`src/rtl/eth_rx_fcs_check_if.sv`:
```
// GMII receive inputs and AXI-Stream frame output of the Ethernet RX FCS checker.
// The master modport is the checker itself; the slave modport is the PHY/consumer side.
interface eth_rx_fcs_check_if;
  logic [7:0] gmii_rxd;
  logic       gmii_rx_dv;
  logic       gmii_rx_er;
  logic [7:0] m_axis_tdata;
  logic       m_axis_tvalid;
  logic       m_axis_tlast;
  logic       bad_frame;

  modport master (
    input  gmii_rxd,
    input  gmii_rx_dv,
    input  gmii_rx_er,
    output m_axis_tdata,
    output m_axis_tvalid,
    output m_axis_tlast,
    output bad_frame
  );

  modport slave (
    output gmii_rxd,
    output gmii_rx_dv,
    output gmii_rx_er,
    input  m_axis_tdata,
    input  m_axis_tvalid,
    input  m_axis_tlast,
    input  bad_frame
  );
endinterface

```
`src/rtl/eth_rx_fcs_check.sv`:
```
// Ethernet RX front end: strips preamble/SFD, checks CRC-32, strips the FCS and
// streams each frame as AXI-Stream with a bad_frame flag on the tlast beat.
module eth_rx_fcs_check #(
  parameter int MIN_FRAME = 64,
  parameter int MAX_FRAME = 1518
) (
  input  logic               clk,
  input  logic               rst_n,
  eth_rx_fcs_check_if.master bus,
  output logic [15:0]        stat_good_o,
  output logic [15:0]        stat_bad_o
);

  typedef enum logic [1:0] {
    IDLE,
    PREAMBLE,
    PAYLOAD,
    DROP
  } state_e;

  localparam logic [15:0] MinLen  = 16'(MIN_FRAME);
  localparam logic [15:0] MaxLen  = 16'(MAX_FRAME);
  localparam logic [31:0] Residue = 32'hC704DD7B;

  state_e          state_q, state_d;
  logic [4:0][7:0] dly_q, dly_d;
  logic [2:0]      fill_q, fill_d;
  logic [15:0]     len_q, len_d;
  logic [31:0]     crc_q, crc_d;
  logic            err_q, err_d;
  logic [7:0]      tdata_q, tdata_d;
  logic            tvalid_q, tvalid_d;
  logic            tlast_q, tlast_d;
  logic            bad_q, bad_d;
  logic [15:0]     good_q, good_d;
  logic [15:0]     badcnt_q, badcnt_d;

  logic [31:0]     crcNext;
  logic [31:0]     crcRev;
  logic            frameBad;

  // Reflected (LSB-first) byte-wide CRC-32 update.
  function automatic logic [31:0] crcByte(input logic [31:0] c, input logic [7:0] b);
    logic [31:0] r;
    r = c ^ {24'h0, b};
    for (int i = 0; i < 8; i++) begin
      r = r[0] ? ((r >> 1) ^ 32'hEDB88320) : (r >> 1);
    end
    return r;
  endfunction

  always_comb begin
    state_d  = state_q;
    dly_d    = dly_q;
    fill_d   = fill_q;
    len_d    = len_q;
    crc_d    = crc_q;
    err_d    = err_q;
    tdata_d  = '0;
    tvalid_d = 1'b0;
    tlast_d  = 1'b0;
    bad_d    = 1'b0;
    good_d   = good_q;
    badcnt_d = badcnt_q;

    crcNext = crcByte(crc_q, bus.gmii_rxd);

    // The register is kept reflected, so the residue is compared bit-reversed.
    crcRev = '0;
    for (int i = 0; i < 32; i++) begin
      crcRev[i] = crc_q[31-i];
    end
    frameBad = (crcRev != Residue) | err_q | (len_q < MinLen) | (len_q > MaxLen);

    case (state_q)
      IDLE: begin
        if (bus.gmii_rx_dv) begin
          state_d = (bus.gmii_rxd == 8'h55) ? PREAMBLE : DROP;
        end
      end

      PREAMBLE: begin
        if (!bus.gmii_rx_dv) begin
          state_d = IDLE;
        end else if (bus.gmii_rxd == 8'hD5) begin
          state_d = PAYLOAD;
          fill_d  = '0;
          len_d   = '0;
          crc_d   = '1;
          err_d   = 1'b0;
        end else if (bus.gmii_rxd != 8'h55) begin
          state_d = DROP;
        end
      end

      PAYLOAD: begin
        if (bus.gmii_rx_dv) begin
          dly_d  = {dly_q[3:0], bus.gmii_rxd};
          fill_d = (fill_q == 3'd5) ? fill_q : fill_q + 3'd1;
          len_d  = (len_q == 16'hFFFF) ? len_q : len_q + 16'd1;
          crc_d  = crcNext;
          err_d  = err_q | bus.gmii_rx_er;
          if (fill_q == 3'd5) begin
            tdata_d  = dly_q[4];
            tvalid_d = 1'b1;
          end
        end else begin
          // End of frame: the oldest byte is the last data byte, the rest is FCS.
          state_d = IDLE;
          if (fill_q == 3'd5) begin
            tdata_d  = dly_q[4];
            tvalid_d = 1'b1;
            tlast_d  = 1'b1;
            bad_d    = frameBad;
            if (frameBad) begin
              badcnt_d = badcnt_q + 16'd1;
            end else begin
              good_d = good_q + 16'd1;
            end
          end
        end
      end

      DROP: begin
        if (!bus.gmii_rx_dv) begin
          state_d = IDLE;
        end
      end

      default: state_d = IDLE;
    endcase
  end

  always_ff @(posedge clk or negedge rst_n) begin
    if (!rst_n) begin
      state_q  <= IDLE;
      dly_q    <= '0;
      fill_q   <= '0;
      len_q    <= '0;
      crc_q    <= '1;
      err_q    <= 1'b0;
      tdata_q  <= '0;
      tvalid_q <= 1'b0;
      tlast_q  <= 1'b0;
      bad_q    <= 1'b0;
      good_q   <= '0;
      badcnt_q <= '0;
    end else begin
      state_q  <= state_d;
      dly_q    <= dly_d;
      fill_q   <= fill_d;
      len_q    <= len_d;
      crc_q    <= crc_d;
      err_q    <= err_d;
      tdata_q  <= tdata_d;
      tvalid_q <= tvalid_d;
      tlast_q  <= tlast_d;
      bad_q    <= bad_d;
      good_q   <= good_d;
      badcnt_q <= badcnt_d;
    end
  end

  assign bus.m_axis_tdata  = tdata_q;
  assign bus.m_axis_tvalid = tvalid_q;
  assign bus.m_axis_tlast  = tlast_q;
  assign bus.bad_frame     = bad_q;
  assign stat_good_o       = good_q;
  assign stat_bad_o        = badcnt_q;

endmodule

```
`src/flat_wrapper.sv`:
```
// flat-port wrapper written by rule: the top's interface ports become plain ports
module eth_rx_fcs_check_flat 
#(
  parameter int MIN_FRAME = 64,
  parameter int MAX_FRAME = 1518
)
  (clk, rst_n, stat_good_o, stat_bad_o, bus_gmii_rxd, bus_gmii_rx_dv, bus_gmii_rx_er, bus_m_axis_tdata, bus_m_axis_tvalid, bus_m_axis_tlast, bus_bad_frame);
  eth_rx_fcs_check_if bus_i ();
  input  logic clk;
  input  logic rst_n;
  output logic [15:0] stat_good_o;
  output logic [15:0] stat_bad_o;
  input wire logic [$bits(bus_i.gmii_rxd)-1:0] bus_gmii_rxd;
  input wire logic [$bits(bus_i.gmii_rx_dv)-1:0] bus_gmii_rx_dv;
  input wire logic [$bits(bus_i.gmii_rx_er)-1:0] bus_gmii_rx_er;
  output wire logic [$bits(bus_i.m_axis_tdata)-1:0] bus_m_axis_tdata;
  output wire logic [$bits(bus_i.m_axis_tvalid)-1:0] bus_m_axis_tvalid;
  output wire logic [$bits(bus_i.m_axis_tlast)-1:0] bus_m_axis_tlast;
  output wire logic [$bits(bus_i.bad_frame)-1:0] bus_bad_frame;
  assign bus_i.gmii_rxd = bus_gmii_rxd;
  assign bus_i.gmii_rx_dv = bus_gmii_rx_dv;
  assign bus_i.gmii_rx_er = bus_gmii_rx_er;
  assign bus_m_axis_tdata = bus_i.m_axis_tdata;
  assign bus_m_axis_tvalid = bus_i.m_axis_tvalid;
  assign bus_m_axis_tlast = bus_i.m_axis_tlast;
  assign bus_bad_frame = bus_i.bad_frame;
  eth_rx_fcs_check #(.MIN_FRAME(MIN_FRAME), .MAX_FRAME(MAX_FRAME)) u_core (.clk(clk), .rst_n(rst_n), .bus(bus_i), .stat_good_o(stat_good_o), .stat_bad_o(stat_bad_o));
endmodule
```
`config.mk`:
```
export PLATFORM = sky130hd
export DESIGN_NAME = eth_rx_fcs_check_flat
export DESIGN_NICKNAME = d
export VERILOG_FILES = /design/src/rtl/eth_rx_fcs_check_if.sv /design/src/rtl/eth_rx_fcs_check.sv /design/src/flat_wrapper.sv
export SDC_FILE = /design/constraint.sdc
export NUM_CORES = 1
export LEC_CHECK = 0
export ABC_AREA = 1
export CELL_PAD_IN_SITES_DETAIL_PLACEMENT = 1
export CELL_PAD_IN_SITES_GLOBAL_PLACEMENT = 2
export CORE_MARGIN = 2
export CORE_UTILIZATION = 40
export CTS_CLUSTER_DIAMETER = 100
export CTS_CLUSTER_SIZE = 8
export DETAILED_ROUTE_END_ITERATION = 10
export DONT_BUFFER_PORTS = 1
export MAX_ROUTING_LAYER = met4
export PLACE_DENSITY_LB_ADDON = 0.15
export SLEW_MARGIN = 40
export SYNTH_ARGS = -nofsm -noshare
export SYNTH_HDL_FRONTEND = slang
export SYNTH_SLANG_ARGS = --single-unit
```
`constraint.sdc`:
```
create_clock -name clk -period 3.6 [get_ports clk]
set_clock_uncertainty 0.2 [all_clocks]
set_input_delay 0.18 -clock clk [delete_from_list [all_inputs] [get_ports clk]]
set_output_delay 0.18 -clock clk [all_outputs]
set_load 0.05 [all_outputs]
```
# Yosys cells after proc, flatten, opt, wreduce, memory -nomap -nowiden
# Index checks and enable logic that the tools add are counted.
[totals]
regBits = 137
[classes]
n_mux = 42
eq_ne = 17
reduce_logical = 10
n_lt_le_gt_ge = 2
n_bitwise = 15
addsub = 4
[op_table]
columns = ["cell", "count"]
rows = [
  ["$mux W32", 11],
  ["$not A13 Y14", 8],
  ["$mux W16", 4],
  ["$pmux W32 S2", 1],
  ["$add A16 B1 Y16 const B", 3],
  ["$ne A32 B32 Y1 const B", 1],
  ["$pmux W16 S2", 1],
  ["$xor A32 B8 Y32", 1],
  ["$eq A16 B16 Y1 const B", 1],
  ["$gt A16 B11 Y1 const B", 1],
  ["$lt A16 B7 Y1 const B", 1],
  ["$mux W8", 2],
  ["$mux W2", 6],
  ["$mux W3", 4],
  ["$ne A2 B2 Y1 const B", 6],
  ["$reduce_and A4 Y1", 3],
  ["$mux W1", 10],
  ["$reduce_and A5 Y1", 2],
  ["$eq A8 B7 Y1 const B", 1],
  ["$eq A8 B8 Y1 const B", 1],
  ["$ne A8 B7 Y1 const B", 1],
  ["$pmux W2 S3", 1],
  ["$pmux W3 S2", 1],
  ["$eq A2 B2 Y1 const B", 2],
  ["13 further kinds", 17],
]

# Longest topological paths before layout
# Gate-level depths: netlist (run 1).
[logic_depth]
word_depth = 19
depth_mapped = 14
depth_no_buf = 13

# Worst setup path before layout (run 1)
# No wires, ideal clock.
[synth_timing]
path_type = "flip-flop to flip-flop"
start = "register u_core.good_q[0] (netlist: u_core.stat_good_o[0])"
end = "register u_core.good_q[14] (netlist: u_core.stat_good_o[14])"
setup_ps = 119
n_path_buf = 0
stages_incl_launch_ff = 9
setup_slack_ps = 1528
arrival_ps = 1753
path_cell_list = "dfrtp_1 -> ha_1 -> nand2_1 -> nor2_1 -> nand2_1 -> nor4_1 -> nand3_1 -> nand2_1 -> nand2_1"
[synth_between]
elab_chain_cells = 1
[synth_rtl]
columns = ["element", "line_no", "text"]
rows = [
  ["start: declaration", "eth_rx_fcs_check.sv:35", "logic [15:0] good_q, good_d;"],
  ["start signal: assignment", "eth_rx_fcs_check.sv:159", "good_q <= good_d;"],
  ["$add A16 B1 Y16", "eth_rx_fcs_check.sv:118", "good_d = good_q + 16'd1;"],
]
# No other way between the ends.
# A chain may end at the register's enable or synchronous reset.

# Worst setup path after layout (run 1)
[layout_timing]
start = "input bus_gmii_rxd[4]"
end = "register u_core.len_q[8]"
[layout_between]
elab_chain_cells = 3
[layout_rtl]
columns = ["element", "line_no", "text"]
rows = [
  ["start: declaration", "flat_wrapper.sv:13", "input wire logic [$bits(bus_i.gmii_rxd)-1:0] bus_gmii_rxd;"],
  ["$eq A8 B8 Y1", "eth_rx_fcs_check.sv:85", "end else if (bus.gmii_rxd == 8'hD5) begin"],
  ["$ne A2 B1 Y1 (no source line)", "n/a", ""],
  ["$reduce_and A5 Y1 (no source line)", "n/a", ""],
  ["end signal: assignment", "eth_rx_fcs_check.sv:152", "len_q <= len_d;"],
  ["end: declaration", "eth_rx_fcs_check.sv:28", "logic [15:0] len_q, len_d;"],
]
# No other way between the ends.

==> reports/summary.txt, run 1 <==
most common cell after layout, fill and taps aside = nand2_1
maxcap violations = 0
Worst Path Required = 3.77 ns
Achievable Freq = 361 MHz
final total power = 6.35 mW
area post-placement = 8080 um2
overall die area = 20800 um2
Post-layout nets = 1090
Synth Register Bits = 137
CTS tree = done
post-synth cell types = 42
TNS Setup = 0 ns
Post-synth EDFFs = 0
final hold vios = 0
met3 WL = 877 um
I/O pins = 55
Finish-stage setup viols = 0
pwr/cell area = 715 nW/um2
worst path arrival time = 2.94 ns
Wirelength per Cell = 16.4 um
Met2 Wirelength = 10.8 mm
Initial DRC Count = 343
number of global-route vias before repair = 6916
Leak = 4.26 nW
DR top layer = met4
Clk Latency, worst-skew pair = 0.43 ns
most frequent cells in the layout = nand2_1 (382), inv_1 (113), dfrtp_1 (105), nor2_1 (93), nand3_1 (54)
Routed Antenna Nets = 0
GP Congestion = 0.793
share of the synthesized area in the top cell type = 0.334
clock tree buffer depth = 2
final wirelength = 22.2 mm
total number of vias = 6782
core area = 19400 um2
first-pass GRT wire length = 36.2 mm
vias per cell = 5.02
critical path launch point type = input port
Slew headroom = 0.502
status = finished, final reports clean
Synth-to-Final Area Change = 12.8%
postcts setup bufs = 0
Worst-path clk slew = 0.07 ns
dominant synthesized flop cell = dfrtp_1
num rows = 51
largest net degree at the start of global routing = 138
layout cell share with drive strength beyond 1 = 0.101
min cycle time layout = 2.77 ns
synthesized cell area = 7880 um2
Syn. warnings = 0
PortBufs = 0
clk root buf = clkbuf_16
width of the die = 144 um
critical-path maximum fanout = 26
Residual DRC = 0
# fillers = 2446
gr usage total = 0.230
worst setup path category = in -> reg
FF/Latch Area = 3470 um2
met1 WL = 10.3 mm
maximum VDD drop = 0.000376 V
Diodes inserted = 0
slew at the pin with the worst max-slew slack = 0.747 ns
max-slew violations = 0
Pre-Repair DR Iteration Count = 4
cell taking the most area after synthesis = dfrtp_1
Post-DP HPWL = 15.2 mm
hold_ws = 0.0466 ns
Post-Route Utilization = 0.458
final instance area = 8880 um2
worst reg2reg path startpoint = u_core.state_q[0]
TritonCTS buffer count = 17
Die Ht = 144 um
Congestion Overflow GR = 0
initial antenna violation count = 0
post-synthesis sequential area ratio = 0.440
Num Clock Sinks = 137
R2R depth = 9
Initial Util = 0.406
async set-or-reset flop fraction in the synthesized netlist = 1.00
area of the multi-input gates = 3780 um2
Synth Net Count = 1079
Hold Startpoint = bus_gmii_rxd[3]
htree depth = 4
Final Cycle Share = 0.770
Avg Inst Size Synth = 7.42 um2
main area contributors after synthesis = dfrtp_1 (33%), nand2_1 (18%), dfstp_2 (11%), inv_1 (5.4%), xor2_1 (5.2%)
Synth Instances = 1061
Hold Crit Class = in -> reg
crit end category = register
RSZ-0062 raised after global routing = no
hold path depth = 4
Worst Setup SP = bus_gmii_rxd[4]
[cell families (layout without fill, tap and decap cells)]
group | count (synthesis) | after routing | share of synthesized area
AO/OA/AOI/OAI | 94 | 94 | 0.0681
AND/OR/NAND/NOR | 615 | 615 | 0.330
adder cells (fa/ha/maj) | 6 | 6 | 0.00953
flip-flops | 137 | 137 | 0.440
XOR/XNOR | 62 | 62 | 0.0723
buffers and inverters | 147 | 171 | 0.0794
[synthesized netlist by cell type (12+ instances only)]
library cell	instances
nand4_1	31
dfstp_2	32
nor2_1	93
clkbuf_1	12
o21ai_0	49
nand2_2	13
inv_1	113
dfrtp_1	105
nand2_1	382
nand3_1	54
xnor2_1	13
a21oi_1	15
xor2_1	47
nor3_1	20
[through the flow]
| step | worst slack, ns | std cells |
|---|---|---|
| final | 0.830 | 1350 |
| after global placement | 0.981 | 1304 |
| after CTS | 0.816 | 1350 |
| after floorplan | 1.53 | 1061 |
| after detailed placement | 0.835 | 1304 |
| after global routing | 0.592 | 1350 |
[cell type report]
type | count | share of cell area
flip-flops and latches | 137 | 0.390
multi-input cells | 777 | 0.426
well taps | 265 | 0.0373
clock inverters | 14 | 0.0248
clock buffers | 18 | 0.0483
inverters | 121 | 0.0522
repair buffers | 18 | 0.0211
[where the power goes]
group          internal (mW)  switching, mW  total [mW]
sequential              2.00          0.494        2.49
clock                   1.23          0.715        1.95
combinational          0.636           1.27        1.91
[critical path: stages]
cell	delay [ns]
dlygate4sd3_1	0.75
inv_2	0.10
nor3_2	0.15
dlygate4sd3_1	0.56
nand2_1	0.08
nand2_2	0.11
nand2_4	0.16
clkinv_4	0.26
nand2_4	0.17
inv_6	0.19
nand4_1	0.12
nand2_1	0.08
[sequential cells by signal (all words and copies together) (netlist names)]
signal / count
u_core.bus.m_axis_tlast: 1
u_core.stat_bad_o: 16
u_core.len_q: 16
u_core.dly_q: 40
u_core.crc_q: 32
u_core.bus.m_axis_tvalid: 1
u_core.stat_good_o: 16
u_core.state_q: 2
u_core.fill_q: 3
u_core.bus.bad_frame: 1
u_core.err_q: 1
u_core.bus.m_axis_tdata: 8
[path summary, 6_finish.rpt]
kind / endpoint / slack, ns
max: u_core.len_q[8] / 0.83
min: u_core.crc_q[11] / 0.05
max reg2reg: u_core.stat_bad_o[3] / 0.87
min reg2reg: u_core.dly_q[18] / 0.26
max in group asynchronous: u_core.len_q[6] / 2.37
min in group asynchronous: u_core.bus.m_axis_tvalid / 0.21
[layer usage]
layer  vias to the layer above  track usage
li1                       3378            -
met1                      3286        0.295
met2                       101        0.374
met3                        17       0.0447
met4                         0       0.0618
met5                         -            -
[what timing repair did]
| action | in CTS | in global routing |
|---|---|---|
| hold endpoints to repair | 173 | 0 |
| hold buffers | 14 | 0 |
| gates resized for setup | 0 | 0 |
Power figures use the tool's default switching activity.
==> inputs of run 2 (changes only) <==
- CORE_UTILIZATION: 40 -> 34
- clock period: 3.6 -> 2.41 ns (I/O delays scaled with it)
==> reports/summary.txt, run 2 (same netlist as run 1, synthesis figures left out) <==
status = finished, violations left
violated checks = hold timing
Synth-to-Final Area Change = 16.7%
total number of vias = 6865 (+1.2%)
PortBufs = 0 (unchanged)
Initial Util = 0.347 (-0.0592)
overall die area = 24400 um2 (+17%)
Worst Path Required = 2.52 ns (-1.25 ns)
GP Congestion = 0.814 (+2.6%)
Slew headroom = 0.650 (+0.148)
hold_ws = -0.810 ns (-0.857 ns)
Routed Antenna Nets = 0 (unchanged)
clk root buf = clkbuf_16
hold buffers post-CTS = 13 (-1)
most frequent cells in the layout = nand2_1 (382), inv_1 (113), dfrtp_1 (105), nor2_1 (93), nand3_1 (54)
gr usage total = 0.203 (-0.0268)
first-pass GRT wire length = 37.8 mm (+4.5%)
Achievable Freq = 449 MHz
worst setup path category = reg -> reg
final instance area = 9190 um2 (+3.5%)
Pre-Repair DR Iteration Count = 5 (+1)
most common cell after layout, fill and taps aside = nand2_1
TritonCTS buffer count = 17 (unchanged)
maxcap violations = 0 (unchanged)
Initial DRC Count = 242 (-29%)
maximum VDD drop = 0.000433 V (+15%)
Clk Latency, worst-skew pair = 0.43 ns (about the same)
Congestion Overflow GR = 0 (unchanged)
R2R depth = 8 (-1)
Die Ht = 156 um (+8.2%)
postcts setup bufs = 0 (unchanged)
P_int = 5.57 mW (+44%)
CTS tree = done
TNS Setup = 0 ns (unchanged)
Num Clock Sinks = 137 (unchanged)
combinational fraction of design power = 0.351 (+0.050)
critical-path maximum fanout = 16 (-38%)
min cycle time layout = 2.23 ns
Post-DP HPWL = 16.1 mm (+6.3%)
pwr/cell area = 1020 nW/um2 (+42%)
most flop-heavy register = u_core.dly_q
layout cell share with drive strength beyond 1 = 0.140 (+0.0390)
htree depth = 4 (unchanged)
initial antenna violation count = 0 (unchanged)
Largest register FFs = 40 (unchanged)
Post-Route Utilization = 0.405 (-0.0532)
num rows = 55 (+7.8%)
slew at the pin with the worst max-slew slack = 0.520 ns (-0.227 ns)
Post-layout nets = 1138 (+4.4%)
core area = 22700 um2 (+17%)
Wirelength per Cell = 16.1 um (-1.7%)
RSZ-0062 raised after global routing = no
largest net degree at the start of global routing = 138 (unchanged)
biggest regs = u_core.dly_q x40, u_core.crc_q x32
vias per cell = 4.84 (-3.6%)
crit end category = register
clock tree buffer depth = 2 (unchanged)
critical path launch point type = register
Net Sw Frac = 0.404 (+0.0130)
Psw = 3.77 mW (+52%)
Hold Crit Class = in -> async
width of the die = 156 um (+8.2%)
final wirelength = 22.9 mm (+3.3%)
max-slew violations = 0 (unchanged)
Clock power frac = 0.278 (-0.029)
Placed Cells = 1373 (+5.3%)
Finish-stage setup viols = 0 (unchanged)
Residual DRC = 0 (unchanged)
Diodes inserted = 0 (unchanged)
I/O pins = 55 (unchanged)
final std cells w/o fill = 1418 (+5.0%)
number of global-route vias before repair = 6991 (+1.1%)
worst reg2reg path startpoint = u_core.crc_q[13]
final hold vios = 137 (+137)
Reg power frac = 0.372 (-0.020)
area post-placement = 8480 um2 (+5.0%)
worst path arrival time = 2.34 ns (-0.60 ns)
Worst Setup SP = u_core.crc_q[13]
Worst-path clk slew = 0.06 ns (about the same)
Leak = 4.47 nW (+5.1%)
Final Cycle Share = 0.924
-- run 2: timing repair --
item	CTS	global route
gates resized for setup	0	1
hold endpoints to repair	189	137
endpoints found under the setup margin	0	1
-- run 2: cell type report --
cell class	count	area, um2
clock inverters	14	138
repair buffers	66	543
fillers	2838	13500
inverters	121	464
flip-flops and latches	137	3470
well taps	285	357
multi-input cells	777	3780
clock buffers	18	439
-- run 2: worst max-delay path: stages (launching register included) --
cell     delay [ns]
dfstp_2        0.55
inv_1          0.04
nor2_1         0.16
nand4_1        0.10
nor2_1         0.24
nand3_1        0.17
nor2_4         0.34
nand2_1        0.14
xor2_1         0.16
-- run 2: metrics by stage --
step                setup slack (ns)  hold WS (ns)  power (mW)
floorplan                      0.338        -0.375        5.77
global placement               0.207        -0.369        6.70
detailed placement             0.189        -0.369        6.76
CTS                           0.0205        -0.833        9.45
global route                  0.0343        -0.834        10.0
finish                         0.183        -0.810        9.34
-- run 2: worst paths after layout --
check                                         to  slack [ns]
max in group asynchronous       u_core.crc_q[16]        2.54
min in group clk                u_core.crc_q[29]        0.04
hold / removal                  u_core.dly_q[34]       -0.81
hold reg to reg                 u_core.dly_q[18]        0.27
setup reg to reg           u_core.stat_good_o[0]        0.18
setup / recovery           u_core.stat_good_o[0]        0.18
-- run 2: layer usage --
metal,vias up,share of wire,track usage
met5,-,0,-
met4,0,0.0082,0.0472
met3,14,0.022,0.0288
met2,71,0.47,0.330
met1,3302,0.50,0.270
li1,3478,-,-
-- run 2: power groups by stage --
stage               Clock [mW]  Combinational [mW]  Sequential [mW]
floorplan                    0                2.18             3.59
detailed placement           0                3.26             3.50
CTS                       2.67                3.31             3.47
finish                    2.60                3.28             3.47
global placement             0                3.20             3.50
global route              2.76                3.72             3.55
